$ cat config.mk
export PLATFORM = sky130hd
export DESIGN_NAME = fifo_wr_arbiter
export DESIGN_NICKNAME = d
export VERILOG_FILES = /design/src/rtl/fifo_wr_arbiter.sv
export SDC_FILE = /design/constraint.sdc
export NUM_CORES = 1
export LEC_CHECK = 0
export ABC_AREA = 1
export BUFFER_PORTS_ARGS = -buffer_cell sky130_fd_sc_hd__buf_2
export CAP_MARGIN = 30
export CORE_MARGIN = 3
export CORE_UTILIZATION = 30
export CTS_CLUSTER_DIAMETER = 100
export DETAILED_ROUTE_END_ITERATION = 7
export SLEW_MARGIN = 10
export SYNTH_ARGS = -nofsm -noshare
export SYNTH_HDL_FRONTEND = slang
export SYNTH_SLANG_ARGS = --single-unit
$ cat constraint.sdc
create_clock -name clk -period 1.4 [get_ports clk]
set_input_delay 0.28 -clock clk [delete_from_list [all_inputs] [get_ports clk]]
set_output_delay 0.28 -clock clk [all_outputs]
set_load 0.02 [all_outputs]
$ cat src/rtl/fifo_wr_arbiter.sv
// fifo_wr_arbiter: round-robin burst arbiter that shares one 8-bit FIFO write
// port among N_REQ valid/ready producers. A granted producer keeps the port
// for up to MAX_BURST beats, or until it drops valid. The grant then rotates
// to the next valid producer in the same cycle.
module fifo_wr_arbiter #(
  parameter int N_REQ     = 2,
  parameter int MAX_BURST = 4,
  parameter int IDX_W     = $clog2(N_REQ),
  parameter int CNT_W     = $clog2(MAX_BURST + 1)
) (
  input  logic                 clk,
  input  logic                 rst,
  input  logic [N_REQ-1:0]     req_valid,
  input  logic [8*N_REQ-1:0]   req_data,
  output logic [N_REQ-1:0]     req_ready,
  output logic                 fifo_write,
  output logic [7:0]           fifo_wdata,
  input  logic                 fifo_full,
  output logic [N_REQ-1:0]     grant,
  output logic [IDX_W-1:0]     grant_idx,
  output logic                 busy
);

  typedef enum logic {S_IDLE, S_GRANT} state_t;

  state_t             r_state, w_state_nxt;
  logic [IDX_W-1:0]   r_grant_idx, w_grant_idx_nxt;
  logic [IDX_W-1:0]   r_last_idx, w_last_idx_nxt;
  logic [CNT_W-1:0]   r_beat_cnt, w_beat_cnt_nxt;
  logic [CNT_W-1:0]   w_beat_inc;
  logic [N_REQ-1:0]   r_grant, w_grant_nxt;
  logic               w_any_valid;
  logic               w_owner_valid;
  logic               w_transfer;
  logic               w_release;

  // First valid requester after base, wrapping around; base itself is last.
  function automatic logic [IDX_W-1:0] f_pick(input logic [N_REQ-1:0] vld,
                                               input logic [IDX_W-1:0] base);
    logic [IDX_W-1:0] res;
    logic             found;
    int               idx;
    res   = '0;
    found = 1'b0;
    for (int k = 1; k <= N_REQ; k++) begin
      idx = (int'(base) + k) % N_REQ;
      if (!found && vld[idx]) begin
        res   = IDX_W'(idx);
        found = 1'b1;
      end
    end
    return res;
  endfunction

  assign w_any_valid   = |req_valid;
  assign w_owner_valid = req_valid[r_grant_idx];
  assign w_beat_inc    = r_beat_cnt + CNT_W'(1);

  // Handshake decode: only the owner sees ready, and only while the FIFO has room.
  always_comb begin
    req_ready  = '0;
    w_transfer = 1'b0;
    fifo_wdata = 8'h00;
    if (r_state == S_GRANT) begin
      for (int i = 0; i < N_REQ; i++)
        req_ready[i] = (i == int'(r_grant_idx)) && !fifo_full;
      w_transfer = w_owner_valid && !fifo_full;
      if (w_transfer)
        fifo_wdata = req_data[int'(r_grant_idx)*8 +: 8];
    end
  end

  assign fifo_write = w_transfer;
  assign busy       = (r_state == S_GRANT);
  assign grant      = r_grant;
  assign grant_idx  = r_grant_idx;

  // Next-state logic: arbitration from IDLE, beat counting and burst release.
  always_comb begin
    w_state_nxt     = r_state;
    w_grant_idx_nxt = r_grant_idx;
    w_last_idx_nxt  = r_last_idx;
    w_beat_cnt_nxt  = r_beat_cnt;
    w_release       = 1'b0;
    w_grant_nxt     = '0;
    case (r_state)
      S_IDLE: begin
        if (w_any_valid) begin
          w_state_nxt     = S_GRANT;
          w_grant_idx_nxt = f_pick(req_valid, r_last_idx);
          w_beat_cnt_nxt  = '0;
        end
      end
      S_GRANT: begin
        if (w_transfer) begin
          w_beat_cnt_nxt = w_beat_inc;
          if (w_beat_inc == CNT_W'(MAX_BURST))
            w_release = 1'b1;
        end
        if (!w_owner_valid)
          w_release = 1'b1;
        if (w_release) begin
          w_last_idx_nxt = r_grant_idx;
          w_beat_cnt_nxt = '0;
          if (w_any_valid) begin
            w_grant_idx_nxt = f_pick(req_valid, r_grant_idx);
          end else begin
            w_state_nxt     = S_IDLE;
            w_grant_idx_nxt = '0;
          end
        end
      end
      default: begin
        w_state_nxt     = S_IDLE;
        w_grant_idx_nxt = '0;
        w_beat_cnt_nxt  = '0;
      end
    endcase
    for (int i = 0; i < N_REQ; i++)
      w_grant_nxt[i] = (w_state_nxt == S_GRANT) && (i == int'(w_grant_idx_nxt));
  end

  // State registers; reset makes requester 0 the first in line.
  always_ff @(posedge clk or negedge rst) begin
    if (!rst) begin
      r_state     <= S_IDLE;
      r_grant_idx <= '0;
      r_last_idx  <= IDX_W'(N_REQ - 1);
      r_beat_cnt  <= '0;
      r_grant     <= '0;
    end else begin
      r_state     <= w_state_nxt;
      r_grant_idx <= w_grant_idx_nxt;
      r_last_idx  <= w_last_idx_nxt;
      r_beat_cnt  <= w_beat_cnt_nxt;
      r_grant     <= w_grant_nxt;
    end
  end

endmodule

# --- Yosys cells after proc, flatten, opt, wreduce, memory -nomap -nowiden ---
# Cells that the tools add are included.
totals:
  inputBits: 21
  word_cells: 83
  register_bits: 8
  output_inout_bits: 15
op_classes:
  bitwise_logic: 7
  order_cmp: 5
  shifts: 1
  n_addsub: 5
  eq_ne: 3
  muxes: 44
  n_reduce_logical: 13
ops:
  columns: ["cell", "n"]
  rows:
  - ["$mux 1", 35]
  - ["$mux 8", 2]
  - ["$shiftx 16x5->8", 1]
  - ["$lt 2x3->1 const B", 4]
  - ["$mux 3", 3]
  - ["$logic_and 1x1->1", 7]
  - ["$pmux 3 s2", 1]
  - ["$add 1x1->1 const B", 4]
  - ["$and 1x1->1 const A", 4]
  - ["$pmux 1 s2", 2]
  - ["$reduce_and 2->1", 2]
  - ["$add 3x1->3 const B", 1]
  - ["$eq 3x3->1 const B", 1]
  - ["$logic_not 1->1", 3]
  - ["$ne 3x2->1 const B", 1]
  - ["$not 1->1", 3]
  - ["$lt 1x2->1 const B", 1]
  - ["$mux 2", 1]
  - ["$ne 2x2->1 const B", 1]
  - ["$reduce_or 2->1", 1]

# --- Logic depth before layout (Yosys ltp) ---
# Gate-level depths: netlist (run 1).
depth:
  ltp_word: 17
  depth_mapped: 8
  mapped_depth_nobuf: 8

# --- Worst setup path before layout (run 1) ---
# OpenSTA, ideal clock, no wires.
synth_timing:
  path_type: "register to output"
  from: "register r_grant_idx, in the netlist grant_idx"
  to: "output fifo_wdata[0]"
  stages_incl_launch_ff: 8
  setup_slack_ps: -312
  t_required_ps: 1120
  path_buffers: 0
  arrival_ps: 1432
  path_cell_list: "dfrtp_1 inv_1 nand2_1 nand2_4 inv_2 nor2_4 inv_2 a21oi_1"
synth_between:
  elab_chain_len: 5
  elab_cells_between_ends: 6
  cone_classes: "1 x shift; 4 x mux; 1 x reduce/logical"
synth_lines:
  columns: ["item", "line", "rtl"]
  rows:
  - ["start, declared", "27", "logic [IDX_W-1:0] r_grant_idx, w_grant_idx_nxt;"]
  - ["start signal, assigned", "133", "r_grant_idx <= w_grant_idx_nxt;"]
  - ["branches (longest 3 deep; another with $shiftx 16x5->8)", null, null]
  - ["$mux 8 (*)", "68", "if (w_transfer)"]
  - ["$mux 8 (*)", "64", "if (r_state == S_GRANT) begin"]
  - ["end, declared", "17", "output logic [7:0] fifo_wdata,"]
# Every way passes the cells marked *. The select of a mux whose other input is x is not followed.

# --- Worst setup path after layout (run 1) ---
layout_timing:
  from: "register r_grant_idx, in the netlist grant_idx"
  to: "output fifo_wdata[5]"
# Same word-level chain as after synthesis.

==> run metrics, run 1 <==
outcome complete, but fails checks; failing checks setup timing; Post-synth ARST share 100%; final worst slack -314 ps; cts bufs inserted 3; clk buf depth 2; Crit. End Element output pin; share of cells above drive strength 1 63.5%; drt total wl 1780 microns; vias in the first global route 673; FF+latch count, synth 8; largest net degree at the start of global routing 14; CTS tree built; RR Startpoint grant_idx$_DFF_PN0_; Leak 0.000522 uW; largest fanout on the critical path 9; post-route ant nets 0; Synth Area per Inst 7.13 sq um; startpoint types flop; placed cell count 143; max frequency 584 MHz; top_reg_cell synth dfrtp_1; FP Rows 15; Area growth syn-to-layout 92.2%; maximum vdd drop 679 uV; Power Density 1210 mW/mm^2; final worst-path cycle share 122%; Setup CP Type flop to output pin; Ys Warns 0; wire per inst 11.8 microns; hold path depth 3; GRT Residual Overflow 0; htree depth 1; reg-to-reg slack, setup 30 ps; fillers 162; DR vias 680; Reg area 204 sq um; fin area 0.00108 sq mm; die height 49.3 microns; Core Footprint 0.00175 sq mm; Clock Latency Late Sink 260 ps; Worst-Margin Slew 219 ps; RePlAce Congestion 0.752; first-pass GRT wire length 2930 microns; diode count 0; Final Max Tran Viols 0; Worst Setup SP grant_idx$_DFF_PN0_; synth cell count leaders nand2_1, a21oi_1, dfrtp_1; Final Skew 6.32 ps; drt drc 0; Hold Path Class input pin to flop; CTS root buffer clkbuf_4; worst path required time 1120 ps; leading area contributor after synthesis dfrtp_1; RSZ-0062 raised after global routing yes; synth unique cells 20; Hold Crit Start req_valid[1]; Slew HR 85.4%; Post-DP HPWL 1240 microns; Clock Sinks 8; fin cells 151; Synth top area share 31.1%; First DRT Iteration DRCs 5; GR Util All Layers 15.3%; IO buf count 35; initial antenna violation count 0; setup violators final 11; syn_nets 102; drt first pass iters 3; post-synthesis sequential area ratio 35.8%; Hold Path Sink busy$_DFF_PN0_; Finished Core Util 62.0%; final hold violations 0; area occupied by multi-input gates 440 sq um; Die Footprint 0.00243 sq mm; fin nets 150; max_cap viols 0; post-route minimum period 1710 ps; Initial Utilization 32.3%; most common cell in the netlist nand2_1; Syn Std Cell Area 563 sq um; FF-to-FF End grant[0]$_DFF_PN0_; Clock Pin Slew Worst Setup and Hold Paths 60 ps; IO Pins 36; R2R cell count 9; post-synthesis cell count 79; main area contributors after synthesis dfrtp_1, nand2_1, a21oi_1; overall power 1310 uW; Via density 4.50; CP arrival 1430 ps; Die X 49.3 microns; Post-synth EDFFs 0; Post-DP Area 905 sq um
==> cell families after synthesis <==
family                     count (synthesis)  synth area share [%]
muxes                                      1                  1.78
DFF                                        8                  35.8
AOI/OAI and AO/OA                         17                  16.2
buffers and inverters                     12                  9.33
adders and majority gates                  2                  4.44
and+or+nand+nor                           39                  32.4
==> timing repair <==
| item | in CTS | in global routing |
|---|---|---|
| endpoints found under the hold margin | 7 | 0 |
| gates cloned | 0 | 0 |
| pin swaps | 1 | 2 |
| hold buffers | 1 | 0 |
| resized for setup | 21 | 18 |
| setup endpoints to repair | 11 | 16 |
| setup buffers | 1 | 3 |
==> area by class of cell <==
class / count / share of cell area [%]
inverter: 10 / 4.39
timing repair buffer: 45 / 30.8
clock buffer: 4 / 2.43
tap: 25 / 2.89
sequential: 8 / 18.8
multi-input combinational: 59 / 40.7
==> flip-flops by register name, summed over array words and instances, names as in the netlist <==
name        flops
r_beat_cnt      3
grant           2
busy            1
grant_idx       1
r_last_idx      1
==> layer usage <==
layer	track usage, %	routed length (microns)	up-vias
li1	-	-	349
met1	18.4	775	296
met2	25.4	837	30
met3	3.36	134	5
met4	7.11	27	0
met5	0	0	-
==> power breakdown <==
group          internal (uW)  switching [uW]
clock                    110            90.8
combinational            327             452
sequential               299            36.2
total                    736             579
==> worst max-delay path, cell delays in order (launching register included) <==
cell and delay, ps:
dfrtp_2 430, inv_2 70, nand2_2 60, nand2_4 80, inv_4 30, nor2_4 140, inv_8 90, a21oi_4 130
buf_6 130
==> worst max-delay path by stage <==
stage               cells past startpoint  slack, ps             to
finish                                  8       -310  fifo_wdata[5]
global route                            8       -410  fifo_wdata[5]
CTS                                     8       -300  fifo_wdata[5]
detailed placement                      8        -40  fifo_wdata[0]
global placement                        8        -20  fifo_wdata[5]
floorplan                               7       -150  fifo_wdata[0]
==> through the flow <==
stage	setup WS, ps	hold WS [ps]	setup TNS [ps]
after global routing	-405	362	-3660
after CTS	-296	331	-2670
final	-314	347	-2780
after global placement	-18.7	134	-140
after detailed placement	-44.8	134	-319
after floorplan	-151	-15.6	-1210
==> cell usage in the layout, fill, tap and decap left out, types with 4 or more instances in the layout <==
| master | n |
|---|---|
| buf_2 | 24 |
| nand2_1 | 21 |
| inv_1 | 4 |
| buf_6 | 12 |
| inv_2 | 4 |
| buf_4 | 7 |
| nor2_1 | 4 |
| a21oi_4 | 8 |
| dfrtp_1 | 5 |
Power figures use the tool's default switching activity.
==> inputs of run 2 (changes only) <==
--- a/config.mk
+++ b/config.mk
@@ -5,8 +5,8 @@
 export SDC_FILE = /design/constraint.sdc
 export NUM_CORES = 1
 export LEC_CHECK = 0
-export ABC_AREA = 1
-export BUFFER_PORTS_ARGS = -buffer_cell sky130_fd_sc_hd__buf_2
+export ABC_AREA = 0
+export BUFFER_PORTS_ARGS = -buffer_cell sky130_fd_sc_hd__buf_4
 export CAP_MARGIN = 30
 export CORE_MARGIN = 3
 export CORE_UTILIZATION = 30
==> run metrics, run 2 <==
CTS root buffer clkbuf_4; largest fanout on the critical path 4; GRT Residual Overflow 0; CTS tree built; dpl ws -69.7 ps; Post-DP HPWL 1230 microns; GR Util All Layers 13.6%; post-synthesis sequential area ratio 35.2%; Post-DP Area 982 sq um; IO Pins 36; critical path's slowest cell dfrtp_2; Ys Warns 0; post-route minimum period 1740 ps; RSZ-0062 raised after global routing yes; met3 Use GR 5.44%; maximum vdd drop 459 uV; IO buf count 35; Worst path top cell family by delay flip-flops; Core Footprint 0.00176 sq mm; Slew HR 80.8%; Synth Area per Inst 8.93 sq um; Final Max Tran Viols 0; drt first pass iters 4; Post-synth EDFFs 0; Area growth syn-to-layout 95.0%; die height 49.7 microns; Die X 49.7 microns; final worst slack -341 ps; Clock Sinks 8; Top reg by flops r_beat_cnt; FF+latch count, synth 8; most frequent cells in the layout buf_4, buf_6, mux2i_1, nor2_4, inv_1; max_cap viols 0; max frequency 574 MHz; final hold violations 0; Syn Std Cell Area 572 sq um; Clock Latency Late Sink 260 ps; wire per inst 12.3 microns; most common cell in the netlist nor2_1; CP arrival 1460 ps; diode count 0; Synth top area share 30.6%; fin nets 136; worst path required time 1120 ps; Clock Pin Slew Worst Setup and Hold Paths 60 ps; M2 GR Usage 23.8%; Power Density 776 mW/mm^2; commonest non-fill, non-tap cell in the layout buf_4; First DRT Iteration DRCs 10; drt total wl 1690 microns; Crit. End Element output pin; post-synthesis cell count 64; failing checks setup timing; leading area contributor after synthesis dfrtp_1; first-pass GRT wire length 2530 microns; Die Footprint 0.00247 sq mm; Hold Path Class input pin to flop; Via density 4.49; startpoint types flop; top_reg_cell synth dfrtp_1; largest net degree at the start of global routing 15; Final Skew 6.77 ps; FP Rows 15; share of cells above drive strength 1 61.6%; Setup CP Type flop to output pin; Post-synth ARST share 100%; layer with the highest usage met2; initial antenna violation count 0; DR vias 615; Worst-Margin Slew 280 ps; CP peak stage delay 410 ps; max reg flops 3; final worst-path cycle share 124%; GR Util met1 16.0%; post-route ant nets 0; hold_ws 353 ps; outcome complete, but fails checks; CP bufs+invs 2; synth unique cells 26; worst path cell trace mux2i_2, or2_4, clkbuf_16, nor2_4, buf_6; drt drc 0; synth cell count leaders nor2_1, mux2i_1, dfrtp_1, inv_1; vias in the first global route 567; clk buf depth 2; cts bufs inserted 3; RePlAce Congestion 0.801; main area contributors after synthesis dfrtp_1, mux2i_1, nor2_1; fin area 0.00111 sq mm; Initial Utilization 32.4%; Leak 0.000550 uW; htree depth 1; syn_nets 87; setup violators final 12
==> run 2: cell types whose count changed after synthesis, moves of 4 or more <==
| cell | delta |
|---|---|
| a21oi_1 | -11 |
| nand2_1 | -20 |
| inv_2 | -4 |
| mux2i_1 | +8 |
| nand3_1 | -4 |
| nor2_1 | +7 |
==> run 2: metal layers <==
layer  share of wire [%]  up-vias
li1                    -      316
met1                  41      283
met2                  55       16
met3                 3.8        0
met4                   0        0
met5                   0        -
==> run 2: layout make-up <==
cell class | count | area [sq um]
sequential | 8 | 204
clock buffer | 4 | 26.3
multi-input combinational | 45 | 395
timing repair buffer | 48 | 427
tap | 25 | 31.3
inverter | 7 | 31.3
fill | 171 | 649
==> run 2: logic make-up after synthesis <==
logic type | after synthesis | synth area share, %
fa+ha+maj | 2 | 4.38
buf+inv | 11 | 10.3
simple gates | 19 | 14.0
xor+xnor | 1 | 1.53
flops | 8 | 35.2
compound gates | 13 | 16.9
mux | 10 | 17.7
==> run 2: repair_timing <==
action                                 4_1_cts  5_1_grt
hold buffers                                 1        0
endpoints found under the hold margin        7        0
pin swaps                                    2        2
cloned                                       0        1
setup buffers                                0        2
gates resized for setup                     12        5
setup endpoints to repair                   15       16
==> run 2: worst paths after layout <==
check,startpoint,to,slack [ps],cells past startpoint
max in group asynchronous,rst,r_last_idx$_DFFE_PN1P_,790,2
setup / recovery,grant_idx$_DFF_PN0_,fifo_wdata[1],-340,5
hold reg to reg,r_beat_cnt[2]$_DFFE_PN0P_,r_beat_cnt[2]$_DFFE_PN0P_,510,1
setup reg to reg,r_beat_cnt[0]$_DFFE_PN0P_,grant[1]$_DFF_PN0_,-10,5
hold / removal,req_valid[0],grant[1]$_DFF_PN0_,350,3
min in group asynchronous,rst,r_beat_cnt[2]$_DFFE_PN0P_,390,2
==> run 2: metrics by stage <==
step | power [uW] | TNS, ps | instances | util, %
floorplan | 485 | -1310 | 64 | -
global placement | 622 | -539 | 129 | 55.7
detailed placement | 625 | -608 | 129 | 55.7
CTS | 852 | -3200 | 134 | 60.1
global route | 917 | -3780 | 137 | 63.2
finish | 866 | -3020 | 137 | 63.2
==> run 2: power by group <==
group          total (uW)  leakage (uW)  internal [uW]  switching, uW
combinational         394      0.000439            205            189
sequential            273     0.0000963            258           14.3
clock                 199     0.0000150            110           89.4
==> run 2: worst min-delay path, stage by stage <==
cell and delay, ps:
buf_4 90, buf_4 120, a31oi_1 80
